--- src/rtl/seq_divider16_pkg.sv ---
// Shared definitions for the sequential restoring divider.
//   DIV_W   : default operand / result width
//   state_e : controller state encoding (IDLE -> RUN -> DONE -> IDLE)
package seq_divider16_pkg;

  localparam int DIV_W = 16;

  typedef enum logic [1:0] {
    ST_IDLE = 2'd0,
    ST_RUN  = 2'd1,
    ST_DONE = 2'd2
  } state_e;

endpackage

--- src/rtl/seq_divider16_div_sub_step.sv ---
// One trial-subtraction step of the restoring divider.
// Computes diff = a - b as a + ~b + 1 through a ripple of full-adder cells.
//   a, b      : WIDTH+1-bit unsigned operands
//   diff      : WIDTH+1-bit difference
//   no_borrow : carry out of the top cell; 1 means a >= b
module div_sub_step
  import seq_divider16_pkg::*;
#(
  parameter int WIDTH = DIV_W
) (
  input  logic [WIDTH:0] a,
  input  logic [WIDTH:0] b,
  output logic [WIDTH:0] diff,
  output logic           no_borrow
);

  logic [WIDTH+1:0] carry;
  logic [WIDTH:0]   b_n;

  assign b_n      = ~b;
  assign carry[0] = 1'b1;

  for (genvar i = 0; i <= WIDTH; i++) begin : g_fa
    assign diff[i]    = a[i] ^ b_n[i] ^ carry[i];
    assign carry[i+1] = (a[i] & b_n[i]) | (carry[i] & (a[i] ^ b_n[i]));
  end

  assign no_borrow = carry[WIDTH+1];

endmodule

--- src/rtl/seq_divider16.sv ---
// Sequential unsigned restoring divider, one quotient bit per clock.
//   clk, rst_n  : rising-edge clock, asynchronous active-low reset
//   start       : request, sampled only while idle
//   dividend    : numerator, captured on the accepting edge
//   divisor     : denominator, captured on the accepting edge
//   busy        : high whenever the controller is not idle
//   done        : one-cycle pulse, results valid while high
//   quotient    : result, held until replaced by the next completed operation
//   remainder   : result, held until replaced by the next completed operation
//   div_by_zero : set with done when divisor was zero, cleared by the next valid start
//
// Handshake: start is accepted on a rising edge only when busy=0. The accepting
// edge captures the operands; later operand changes and any start seen while
// busy=1 are ignored (no queuing). done pulses for exactly one cycle with the
// results valid, then the block returns to idle; a start held high is accepted
// again on the first idle edge.
module seq_divider16
  import seq_divider16_pkg::*;
#(
  parameter int WIDTH = DIV_W
) (
  input  logic             clk,
  input  logic             rst_n,
  input  logic             start,
  input  logic [WIDTH-1:0] dividend,
  input  logic [WIDTH-1:0] divisor,
  output logic             busy,
  output logic             done,
  output logic [WIDTH-1:0] quotient,
  output logic [WIDTH-1:0] remainder,
  output logic             div_by_zero
);

  localparam int CNT_W = $clog2(WIDTH);

  state_e           state_q, state_d;
  logic [WIDTH:0]   r_q, r_d;        // partial remainder
  logic [WIDTH-1:0] q_q, q_d;        // dividend bits shifting out, quotient bits shifting in
  logic [WIDTH-1:0] dvs_q, dvs_d;    // captured divisor
  logic [CNT_W-1:0] cnt_q, cnt_d;    // steps remaining after the current one
  logic [WIDTH-1:0] quot_q, quot_d;
  logic [WIDTH-1:0] rem_q, rem_d;
  logic             busy_q, busy_d;
  logic             done_q, done_d;
  logic             dbz_q, dbz_d;

  logic [WIDTH:0]   rs;
  logic [WIDTH:0]   diff;
  logic             no_borrow;
  logic [WIDTH:0]   r_next;
  logic [WIDTH-1:0] q_next;

  // After every step the partial remainder is below the divisor, so its top
  // bit is always zero and drops out when shifting in the next dividend bit.
  logic unused_r_msb;
  assign unused_r_msb = r_q[WIDTH];

  assign rs = {r_q[WIDTH-1:0], q_q[WIDTH-1]};

  div_sub_step #(.WIDTH(WIDTH)) u_sub_step (
    .a         (rs),
    .b         ({1'b0, dvs_q}),
    .diff      (diff),
    .no_borrow (no_borrow)
  );

  // Restore (keep the shifted value) when the trial subtraction borrowed.
  assign r_next = no_borrow ? diff : rs;
  assign q_next = {q_q[WIDTH-2:0], no_borrow};

  always_comb begin
    state_d = state_q;
    r_d     = r_q;
    q_d     = q_q;
    dvs_d   = dvs_q;
    cnt_d   = cnt_q;
    quot_d  = quot_q;
    rem_d   = rem_q;
    dbz_d   = dbz_q;

    unique case (state_q)
      ST_IDLE: begin
        if (start) begin
          q_d   = dividend;
          dvs_d = divisor;
          r_d   = '0;
          cnt_d = CNT_W'(WIDTH - 1);
          if (divisor == '0) begin
            state_d = ST_DONE;
            quot_d  = '1;
            rem_d   = dividend;
            dbz_d   = 1'b1;
          end else begin
            state_d = ST_RUN;
            dbz_d   = 1'b0;
          end
        end
      end
      ST_RUN: begin
        r_d   = r_next;
        q_d   = q_next;
        cnt_d = cnt_q - 1'b1;
        if (cnt_q == '0) begin
          state_d = ST_DONE;
          quot_d  = q_next;
          rem_d   = r_next[WIDTH-1:0];
        end
      end
      ST_DONE: state_d = ST_IDLE;
      default: state_d = ST_IDLE;
    endcase

    // Status outputs are registered copies of the next state.
    busy_d = (state_d != ST_IDLE);
    done_d = (state_d == ST_DONE);
  end

  always_ff @(posedge clk or negedge rst_n) begin
    if (!rst_n) begin
      state_q <= ST_IDLE;
      r_q     <= '0;
      q_q     <= '0;
      dvs_q   <= '0;
      cnt_q   <= '0;
      quot_q  <= '0;
      rem_q   <= '0;
      busy_q  <= 1'b0;
      done_q  <= 1'b0;
      dbz_q   <= 1'b0;
    end else begin
      state_q <= state_d;
      r_q     <= r_d;
      q_q     <= q_d;
      dvs_q   <= dvs_d;
      cnt_q   <= cnt_d;
      quot_q  <= quot_d;
      rem_q   <= rem_d;
      busy_q  <= busy_d;
      done_q  <= done_d;
      dbz_q   <= dbz_d;
    end
  end

  assign busy        = busy_q;
  assign done        = done_q;
  assign quotient    = quot_q;
  assign remainder   = rem_q;
  assign div_by_zero = dbz_q;

endmodule

--- config.mk ---
export PLATFORM = sky130hd
export DESIGN_NAME = seq_divider16
export DESIGN_NICKNAME = d
export VERILOG_FILES = /design/src/rtl/seq_divider16_pkg.sv /design/src/rtl/seq_divider16_div_sub_step.sv /design/src/rtl/seq_divider16.sv
export SDC_FILE = /design/constraint.sdc
export NUM_CORES = 1
export LEC_CHECK = 0
export BUFFER_PORTS_ARGS = -buffer_cell sky130_fd_sc_hd__buf_2
export CORE_ASPECT_RATIO = 1.1
export CORE_UTILIZATION = 45
export DETAILED_ROUTE_END_ITERATION = 6
export GPL_ROUTABILITY_DRIVEN = 0
export HOLD_SLACK_MARGIN = 0.03
export PLACE_DENSITY = 0.66
export SLEW_MARGIN = 20
export SYNTH_ARGS = -nofsm -noshare
export SYNTH_HDL_FRONTEND = slang
export SYNTH_SLANG_ARGS = --single-unit
--- constraint.sdc ---
create_clock -name clk -period 9.4 [get_ports clk]
set_input_delay 2.82 -clock clk [delete_from_list [all_inputs] [get_ports clk]]
set_output_delay 2.82 -clock clk [all_outputs]
set_load 0.02 [all_outputs]
# Yosys cells after proc, flatten, opt, wreduce, memory -nomap -nowiden
# Cells that the tools add are included.
op_classes:
  n_addsub: 1
  eq_ne: 5
  muxes: 20
  n_bitwise: 84
  reduce_logical: 8
op_table:
  columns: ["operator", "n"]
  rows:
  - ["16-bit 2-to-1 mux", 9]
  - ["16-bit one-hot mux with 2 select lines", 4]
  - ["1-bit AND", 33]
  - ["1-bit bitwise XOR", 32]
  - ["16-bit NOT with 17-bit output", 1]
  - ["1-bit OR", 17]
  - ["16-bit logical NOT", 1]
  - ["4-bit one-hot mux with 2 select lines", 1]
  - ["2-bit 2-to-1 mux", 3]
  - ["2-bit != test, second input constant", 3]
  - ["4-bit logical NOT", 1]
  - ["4-bit 2-to-1 mux", 1]
  - ["2-bit one-hot mux with 2 select lines", 1]
  - ["2-bit AND reduction", 2]
  - ["4-bit AND reduction", 1]
  - ["2-bit nonzero test", 2]
  - ["4-bit by 1-bit subtractor with 4-bit output, second input constant", 1]
  - ["2-bit by 1-bit equality test with 1-bit output, second input constant", 1]
  - ["2-bit equality test, second input constant", 1]
  - ["2-bit logical NOT", 1]
  - ["1-bit 2-to-1 mux", 1]
  - ["1-bit NOT", 1]
totals:
  regBits: 89
  in_bits: 35
  output_inout_bits: 35
  wordCells: 128

# Longest topological paths before layout
# Gate-level depths: netlist (run 1).
depth:
  ltp_word: 38
  ltp_mapped: 23
  mapped_depth_nobuf: 21

# Cells and area by module
# Synthesis (run 1) repeated with hierarchy kept, for this count alone.
hier_totals:
  cells_unflattened: 422
  area_unflattened_um2: 4334.2
modules_own_cells:
  columns: ["mod", "n_inst", "cells_each", "area_each_um2"]
  rows:
  - ["seq_divider16", 1, 370, 3870.0]
  - ["div_sub_step", 1, 52, 464.2]

# Worst setup path after synthesis (run 1)
# No wires, ideal clock.
synth_path:
  kind: "register to register"
  startpoint: "register q_q[15]"
  endpoint: "register rem_q[15] (netlist: remainder[15])"
  arrival_time_ns: 7.119
  required_time_ns: 9.275
  path_slack_ns: 2.156
  path_stages_with_launch: 23
  period_less_slack_ns: 7.244
  cell_sequence: "dfrtp_1 -> inv_1 -> ha_1 -> fa_1 -> fa_1 -> fa_1 -> fa_1 -> fa_1 -> fa_1 -> fa_1 -> fa_1 -> fa_1 -> fa_1 -> fa_1 -> fa_1 -> fa_1 -> fa_1 -> fa_1 -> nand2b_1 -> buf_4 -> mux2i_1 -> mux2_2 -> mux2_4"
synth_via:
  elab_chain_len: 37
  word_cells_on_any_way: 39
  cone_classes: "mux: 3; bitwise: 36"
synth_rtl:
  columns: ["element", "line_no", "rtl"]
  rows:
  - ["start: declaration", "seq_divider16.sv:38", "logic [WIDTH-1:0] q_q, q_d;"]
  - ["start signal: assignment", "seq_divider16.sv:133", "q_q <= q_d;"]
  - ["1-bit AND / 1-bit bitwise XOR (equally long branches)", "seq_divider16_div_sub_step.sv:25", "assign carry[i+1] = (a[i] & b_n[i]) | (carry[i] & (a[i] ^ b_n[i]));"]
  - ["1-bit OR (*)", "seq_divider16_div_sub_step.sv:25", null]
  - ["1-bit AND (*)", "seq_divider16_div_sub_step.sv:25", null]
  - ["1-bit OR (*)", "seq_divider16_div_sub_step.sv:25", null]
  - ["1-bit AND (*)", "seq_divider16_div_sub_step.sv:25", null]
  - ["1-bit OR (*)", "seq_divider16_div_sub_step.sv:25", null]
  - ["1-bit AND (*)", "seq_divider16_div_sub_step.sv:25", null]
  - ["1-bit OR (*)", "seq_divider16_div_sub_step.sv:25", null]
  - ["[... 21 more ...]", null, null]
  - ["1-bit OR (*)", "seq_divider16_div_sub_step.sv:25", null]
  - ["1-bit AND", "seq_divider16_div_sub_step.sv:25", null]
  - ["1-bit OR", "seq_divider16_div_sub_step.sv:25", null]
  - ["1-bit AND", "seq_divider16_div_sub_step.sv:25", null]
  - ["1-bit OR", "seq_divider16_div_sub_step.sv:25", null]
  - ["16-bit 2-to-1 mux (*)", "seq_divider16.sv:68", "assign r_next = no_borrow ? diff : rs;"]
  - ["16-bit 2-to-1 mux (*)", "seq_divider16.sv:103", "if (cnt_q == '0) begin"]
  - ["16-bit one-hot mux with 2 select lines (*)", "seq_divider16.sv:81", "unique case (state_q)"]
  - ["end signal: assignment", "seq_divider16.sv:137", "rem_q <= rem_d;"]
  - ["end: declaration", "seq_divider16.sv:42", "logic [WIDTH-1:0] rem_q, rem_d;"]
# Every way passes the cells marked *; elsewhere a longest branch is shown, timed or not. The select of a mux whose other input is x is not followed.
# A chain may end at the register's enable or synchronous reset.

# Worst setup path after layout (run 1)
# Same ends and word-level chain as after synthesis.

==> impl_metrics.yaml, run 1 <==
cts:
  worstSkewPairLatency_ps: 370
  cts_sinks: 89
  clk_pin_slew_ps: 90
  cts_setup_buffers: 0
  cts-resized-gates: 0
  htreeDepth: 3
  cts_tree: "built"
  clock_path_buffers: 2
  cts-buffers-inserted: 9
  cts_hold_buffers: 0
  clock-root-buffer: "clkbuf_8"
sta:
  setup_tns_ps: 0
  finalClockSkew_ps: 12.6
  rsz0062_at_grt: "false"
  finalCritPeriodShare_pct: 86.0
  finalSetupViolations: 0
  drv_slew: 0
  fmax_mhz: 124
  tightest_slew_ps: 732
  hold_violations: 0
  max_slew_margin_pct: 51.2
  finalCriticalPeriod_ps: 8080
critical_path:
  crit_path_start_kind: "register"
  crit_chain: "inv_1 > ha_1 > fa_1 > fa_1 > fa_1 > fa_1 > fa_1 > fa_1 > fa_1 > fa_1 > fa_1 > fa_1 > fa_1 > fa_1 > fa_1 > fa_1 > fa_1 > nand2b_1 > mux2i_1 > mux2_2 > mux2_4"
  cp_num_cells: 21
  crit_buf_inv: 1
  cp-startpoint: "q_q[15]"
  endpoint_kind: "register"
  path_class: "reg -> reg"
  ff2ff_path_depth: 21
  cpPeakStageDelay_ps: 590
  crit_arrival_ps: 8340
  crit_required_ps: 9660
  cp_slowest_cell: "nand2b_1"
  cp_common_cell: "fa_1"
  regToRegStartpoint: "q_q[15]"
  cp_max_fo: 18
  path_delay_family: "adder cells"
synth:
  ys_types: 33
  netlist.area_leader.share_pct: 50.8
  synth_top_flop_cell: "dfrtp_1"
  synth_nets: 471
  synth-seq-cells: 89
  synth_edf_count: 0
  synth_area_leaders: "dfrtp_1 (51%), mux2i_1 (7.5%), nand2_1 (7.2%)"
  ys_async_sr_fraction_pct: 100
  syn_inst: 419
  ys_seq_area_share_pct: 50.8
  yosysWarnings: 0
  syn_area_per_cell_um2: 10.5
  syn-cell-area_um2: 4380
  synth_top_area_cell: "dfrtp_1"
finish:
  post-route-util_pct: 53.2
  nNetsFinal: 532
  layout_commonest_cell: "dfrtp_1"
  layout_common_cells: "dfrtp_1 (89), nand2_1 (84), buf_2 (68)"
  diodes: 0
  fillCellCount: 871
  drive_above_1_share_pct: 21.6
  multi_input_area_um2: 1820
  regArea_um2: 2230
  area_growth_pct: 14.0
floorplan:
  die_w_um: 96.1
  io_pins: 70
  die_height_um: 106
  rows: 37
  start_util_pct: 46.6
  die_area_um2: 10100
  coreArea_um2: 9400
global_route:
  grt-busiest-layer: "met2"
  gr-usage-met2_pct: 31.1
  grt_pass1_wl_um: 15300
  grt_pass1_vias: 3210
  antenna_found_initial: 0
  grt_max_degree: 74
  use_met3_pct: 2.38
  use_met1_pct: 28.3
  track_usage_pct: 20.0
  grt_overflow: 0
place:
  hpwl_um: 6290
  portBuffers: 69
detailed_routing:
  vias: 3071
  drc: 0
  drt_iter0_drc: 206
  drt_wl_total_um: 9060
  viasPerCell: 5.10
  antenna_left: 0
  wl_per_cell_um: 15.1
  drt_pass1_iterations: 4
hold_path:
  hold_class: "reg -> reg"
  whs_path_depth: 1
  holdCritStartpoint: "cnt_q[3]"
outcome:
  outcome: "complete, no violations"
pwr:
  cellLeakagePower_nw: 2.42
  peakVddDrop_mv: 0.140
  p_per_area_nw_per_um2: 393
run:
  maxCapViolCount: 0
==> final cells by class <==
type                       instances  share of cell area [%]
clock buffer                      10                    2.75
clock inverter                     6                    1.80
tap                              117                    2.93
inverter                          50                    3.75
multi-input combinational        256                    36.5
sequential                        89                    44.6
timing repair buffer              74                    7.71
==> registers in the layout (all words and copies together), names as in the netlist <==
| register | flops |
|---|---|
| dvs_q | 16 |
| quotient | 16 |
| busy | 1 |
| r_q | 16 |
| state_q | 2 |
| remainder | 16 |
| done | 1 |
| cnt_q | 4 |
| q_q | 16 |
| div_by_zero | 1 |
==> where the power goes <==
| group | internal [mW] | total [mW] | switching [mW] | leakage (nW) |
|---|---|---|---|---|
| sequential | 0.555 | 0.676 | 0.121 | 1.01 |
| combinational | 0.417 | 0.991 | 0.574 | 1.29 |
| clock | 0.158 | 0.299 | 0.141 | 0.113 |
| total | 1.13 | 1.97 | 0.837 | 2.42 |
==> final timing paths <==
| path | endpoint | slack, ps |
|---|---|---|
| hold / removal | cnt_q[3] | 480 |
| setup / recovery | remainder[15] | 1320 |
| min in group asynchronous | remainder[8] | 2410 |
| setup reg to reg | remainder[15] | 1320 |
| hold reg to reg | cnt_q[3] | 480 |
| max in group asynchronous | dvs_q[9] | 5940 |
==> per-stage QoR <==
| step | instances | total power [mW] | worst slack (ps) | hold slack, ps | cell area (um^2) |
|---|---|---|---|---|---|
| after global placement | 586 | 1.65 | 1470 | 457 | 4770 |
| after floorplan | 419 | 1.44 | 2160 | 441 | 4380 |
| final | 602 | 1.97 | 1320 | 479 | 5000 |
| after detailed placement | 586 | 1.69 | 1380 | 466 | 4770 |
| after CTS | 602 | 1.99 | 1340 | 486 | 5000 |
| after global routing | 602 | 2.15 | 988 | 503 | 5000 |
==> Yosys cell counts, types with 2 or more instances <==
cell,count
dfrtp_1,89
nand2_1,84
inv_1,50
mux2i_1,33
nor2_1,21
a31oi_1,17
a211oi_1,16
a21oi_1,16
fa_1,15
nor3b_1,15
a21o_1,12
clkbuf_1,9
o21ai_0,6
buf_2,5
buf_1,4
a31o_2,3
buf_8,3
buf_6,2
ha_1,2
nand2b_1,2
nor4_2,2
nor4_4,2
==> logic make-up (layout without fill, tap and decap cells) <==
logic type,after synthesis,in the layout,synth area share (%)
buf+inv,74,140,7.68
mux,35,35,8.14
fa+ha+maj,17,17,7.42
flops,89,89,50.8
simple gates,131,131,14.6
compound gates,73,73,11.4
==> layer usage <==
layer  vias up  wire length (um)
met1      1497              4300
met3        11               261
met2        60              4340
met5         -                 0
met4         0               161
li1       1503                 -
(Power assumes the default switching activity.)
==> run 2: changes to the inputs <==
Settings changed: PLACE_DENSITY 0.66 to 0.71.
==> run 2 against run 1 <==
Compared with the run above:
- non-clock buffer count stayed put
- global-route usage is 0.23 points higher
- clock skew is 0.86 ps lower
- critical path depth stayed put
- register-to-register slack worse by 100 ps
==> impl_metrics.yaml, run 2 (synthesis results as in run 1) <==
sta:
  holdWs_ps: 478
  hold_violations: 0
  fin_ws_ps: 1220
  tightest_slew_ps: 1080
  finalSetupViolations: 0
  setup_tns_ps: 0
  drv_slew: 0
  max_slew_margin_pct: 28.0
  fmax_mhz: 122
  finalClockSkew_ps: 11.7
  finalCriticalPeriod_ps: 8180
  rsz0062_at_grt: "false"
  finalCritPeriodShare_pct: 87.1
floorplan:
  die_w_um: 96.1
  start_util_pct: 46.6
  coreArea_um2: 9400
  io_pins: 70
  die_height_um: 106
  die_area_um2: 10100
  rows: 37
cts:
  cts_hold_buffers: 0
  cts_sinks: 89
  cts_setup_buffers: 0
  clk_pin_slew_ps: 90
  cts-buffers-inserted: 9
  clock_path_buffers: 2
  clock-root-buffer: "clkbuf_8"
  htreeDepth: 3
  cts_tree: "built"
  cts-resized-gates: 0
  worstSkewPairLatency_ps: 370
detailed_routing:
  drc: 0
  viasPerCell: 5.17
  antenna_left: 0
  drt_iter0_drc: 186
  vias: 3112
  wl_per_cell_um: 15.1
  drt_wl_total_um: 9100
  drt_pass1_iterations: 5
pwr:
  cellLeakagePower_nw: 2.42
  peakVddDrop_mv: 0.149
  power_mw: 1.99
  p_per_area_nw_per_um2: 397
finish:
  fillCellCount: 864
  diodes: 0
  nNetsFinal: 532
  layout_commonest_cell: "dfrtp_1"
  area_growth_pct: 14.2
  design_area_um2: 5000
  layout_common_cells: "dfrtp_1 (89), nand2_1 (84), buf_2 (68)"
  drive_above_1_share_pct: 21.4
global_route:
  grt_pass1_wl_um: 15500
  antenna_found_initial: 0
  grt_pass1_vias: 3087
  grt_overflow: 0
  track_usage_pct: 20.2
  grt_max_degree: 73
place:
  portBuffers: 69
  postPlaceCellArea_um2: 4770
  pre_cts_slack_ps: 1320
  hpwl_um: 6430
critical_path:
  endpoint_kind: "register"
  cp_common_cell: "fa_1"
  cp_slowest_cell: "fa_1"
  ff2ff_path_depth: 21
  crit_required_ps: 9660
  crit_path_start_kind: "register"
  crit_arrival_ps: 8440
  crit_chain: "inv_1 > ha_1 > fa_1 > fa_1 > fa_1 > fa_1 > fa_1 > fa_1 > fa_1 > fa_1 > fa_1 > fa_1 > fa_1 > fa_1 > fa_1 > fa_1 > fa_1 > nand2b_1 > mux2i_1 > mux2_2 > mux2_4"
  cp_max_fo: 18
  cpPeakStageDelay_ps: 590
  path_class: "reg -> reg"
hold_path:
  whs_path_depth: 1
  hold_class: "reg -> reg"
outcome:
  outcome: "complete, no violations"
run:
  maxCapViolCount: 0
==> run 2: per-layer routing <==
metal	global-route usage, %	vias up	wire (um)
met5	0	-	0
li1	-	1503	-
met3	3.75	16	394
met1	29.1	1503	4280
met2	29.6	90	4230
met4	8.96	0	197
==> run 2: final cells by class <==
cell class              instances  area [um^2]  share of cell area, %
clock buffers                  11          151                   3.02
well taps                     117          146                   2.92
multi-input cells             256         1820                   36.4
repair buffers                 74          385                   7.70
inverters                      50          188                   3.75
flip-flops and latches         89         2230                   44.5
clock inverters                 5         85.1                   1.70
==> run 2: through the flow <==
| stage | util, % | instances |
|---|---|---|
| floorplan | - | 419 |
| global placement | 50.7 | 586 |
| detailed placement | 50.7 | 586 |
| CTS | 53.3 | 602 |
| global route | 53.3 | 602 |
| finish | 53.3 | 602 |
==> run 2: path summary, 6_finish.rpt <==
check	from	slack [ps]	endpoint
setup / recovery	q_q[15]	1220	remainder[15]
hold / removal	cnt_q[3]	480	cnt_q[3]
setup reg to reg	q_q[15]	1220	remainder[15]
hold reg to reg	cnt_q[3]	480	cnt_q[3]
max in group asynchronous	rst_n	5970	remainder[15]
min in group asynchronous	rst_n	2370	dvs_q[12]
==> run 2: report_power, final <==
| group | switching [mW] | internal (mW) |
|---|---|---|
| Combinational | 0.578 | 0.422 |
| Clock | 0.141 | 0.166 |
| Sequential | 0.125 | 0.555 |
==> run 2: critical path, delay by kind of cell, from the launching register on <==
family        cells  cell delay [ps]
buf+inv           1               50
simple gates      1              580
fa+ha+maj        16             6360
mux               3              710
flops             1              370
==> run 3: changes to the inputs <==
Settings changed: PLACE_DENSITY 0.71 to unset, PLACE_DENSITY_LB_ADDON set to 0.2.
Clock period 9.4 ns to 10.4 ns, I/O delays scaled along.
==> run 3 against run 2 <==
Compared with the run above:
- largest cell class unchanged
- clock skew is essentially flat
- global-route usage shrank 0.12 points
- wire length grew 1.1%
- sequential cell count is the same
- sequential power shrank 9.7%
- clock-buffer cell count shrank 2
- sequential share of layout area is essentially flat
- clock power shrank 8.5%
- first-iteration DRC count shrank 33%
- cell count shrank 0.17%
- utilization shrank 0.053 points
- fmax grew 0.47%
==> impl_metrics.yaml, run 3 (synthesis results as in run 1) <==
global_route:
  track_usage_pct: 20.1
  grt_pass1_vias: 3128
  antenna_found_initial: 0
  grt_max_degree: 73
  grt_pass1_wl_um: 15600
  grt_overflow: 0
detailed_routing:
  vias: 3108
  drt_wl_total_um: 9200
  drt_iter0_drc: 125
  wl_per_cell_um: 15.3
  drt_pass1_iterations: 4
  viasPerCell: 5.17
  drc: 0
  antenna_left: 0
finish:
  diodes: 0
  layout_common_cells: "dfrtp_1 (89), nand2_1 (84), buf_2 (68)"
  layout_commonest_cell: "dfrtp_1"
  nNetsFinal: 532
  post-route-util_pct: 53.2
  drive_above_1_share_pct: 21.3
  area_growth_pct: 14.1
  final_cell_count_no_fill: 601
floorplan:
  io_pins: 70
  die_w_um: 96.1
  rows: 37
  die_area_um2: 10100
  coreArea_um2: 9400
  die_height_um: 106
  start_util_pct: 46.6
critical_path:
  crit_arrival_ps: 8390
  crit_required_ps: 10650
  ff2ff_path_depth: 21
  crit_chain: "inv_1 > ha_1 > fa_1 > fa_1 > fa_1 > fa_1 > fa_1 > fa_1 > fa_1 > fa_1 > fa_1 > fa_1 > fa_1 > fa_1 > fa_1 > fa_1 > fa_1 > nand2b_1 > mux2i_1 > mux2_2 > mux2_4"
  cp_max_fo: 18
  endpoint_kind: "register"
  cp_slowest_cell: "fa_1"
  crit_path_start_kind: "register"
  path_class: "reg -> reg"
  cp_common_cell: "fa_1"
  cpPeakStageDelay_ps: 600
sta:
  hold_violations: 0
  max_slew_margin_pct: 31.6
  tightest_slew_ps: 1020
  finalCritPeriodShare_pct: 78.3
  finalClockSkew_ps: 11.9
  finalSetupViolations: 0
  finalCriticalPeriod_ps: 8140
  drv_slew: 0
  setup_tns_ps: 0
  rsz0062_at_grt: "false"
  fmax_mhz: 123
run:
  maxCapViolCount: 0
cts:
  cts-resized-gates: 0
  worstSkewPairLatency_ps: 360
  clock-root-buffer: "clkbuf_8"
  cts_hold_buffers: 0
  cts_setup_buffers: 0
  clk_pin_slew_ps: 90
  clock_path_buffers: 2
  cts_tree: "built"
  cts-buffers-inserted: 9
  htreeDepth: 3
  cts_sinks: 89
place:
  hpwl_um: 6410
  placed_cells: 586
  portBuffers: 69
pwr:
  peakVddDrop_mv: 0.147
  power_mw: 1.81
  cellLeakagePower_nw: 2.42
  p_per_area_nw_per_um2: 362
outcome:
  outcome: "complete, no violations"
hold_path:
  whs_path_depth: 1
  hold_class: "reg -> reg"
==> run 3: cell count changes in the layout (fill, tap and decap cells not counted), sizes merged <==
cell | previous run | this run
inv | 52 | 50
bufinv | 2 | 3
clkbuf | 11 | 9
clkinv | 0 | 2
==> run 3: layer usage <==
layer	track usage, %	wire (um)
met4	8.74	176
met1	29.0	4510
met3	2.89	321
met2	29.9	4200
met5	0	0
==> run 3: area by class of cell <==
class	instances	area, um^2
fill	883	4400
sequential	89	2230
multi-input combinational	256	1820
timing repair buffer	74	385
inverter	50	188
tap	117	146
clock buffer	9	124
clock inverter	6	108
==> run 3: path summary, 6_finish.rpt <==
check | startpoint | end | slack [ps]
max in group asynchronous | rst_n | remainder[15] | 6650
hold reg to reg | cnt_q[3] | cnt_q[3] | 480
setup reg to reg | q_q[15] | remainder[15] | 2260
hold / removal | cnt_q[3] | cnt_q[3] | 480
setup / recovery | q_q[15] | remainder[15] | 2260
min in group asynchronous | rst_n | dvs_q[10] | 2670
==> run 3: power breakdown <==
group,internal [mW],switching (mW)
Sequential,0.502,0.111
Combinational,0.383,0.532
Clock,0.157,0.124
Total,1.04,0.767
==> run 3: critical path, delay by kind of cell, from the launching register on <==
family / cells / cell delay (ps)
buffers and inverters: 1 / 50
adders and majority gates: 16 / 6310
muxes: 3 / 720
DFF: 1 / 370
and+or+nand+nor: 1 / 590
==> run 3: stage by stage <==
| stage | hold slack [ps] | instance area (um^2) | setup slack [ps] |
|---|---|---|---|
| 2_1_floorplan | 441 | 4380 | 3160 |
| 3_3_place_gp | 461 | 4770 | 2480 |
| 3_5_place_dp | 468 | 4770 | 2320 |
| 4_1_cts | 487 | 5000 | 2290 |
| 5_1_grt | 527 | 5000 | 1960 |
| 6_report | 479 | 5000 | 2260 |
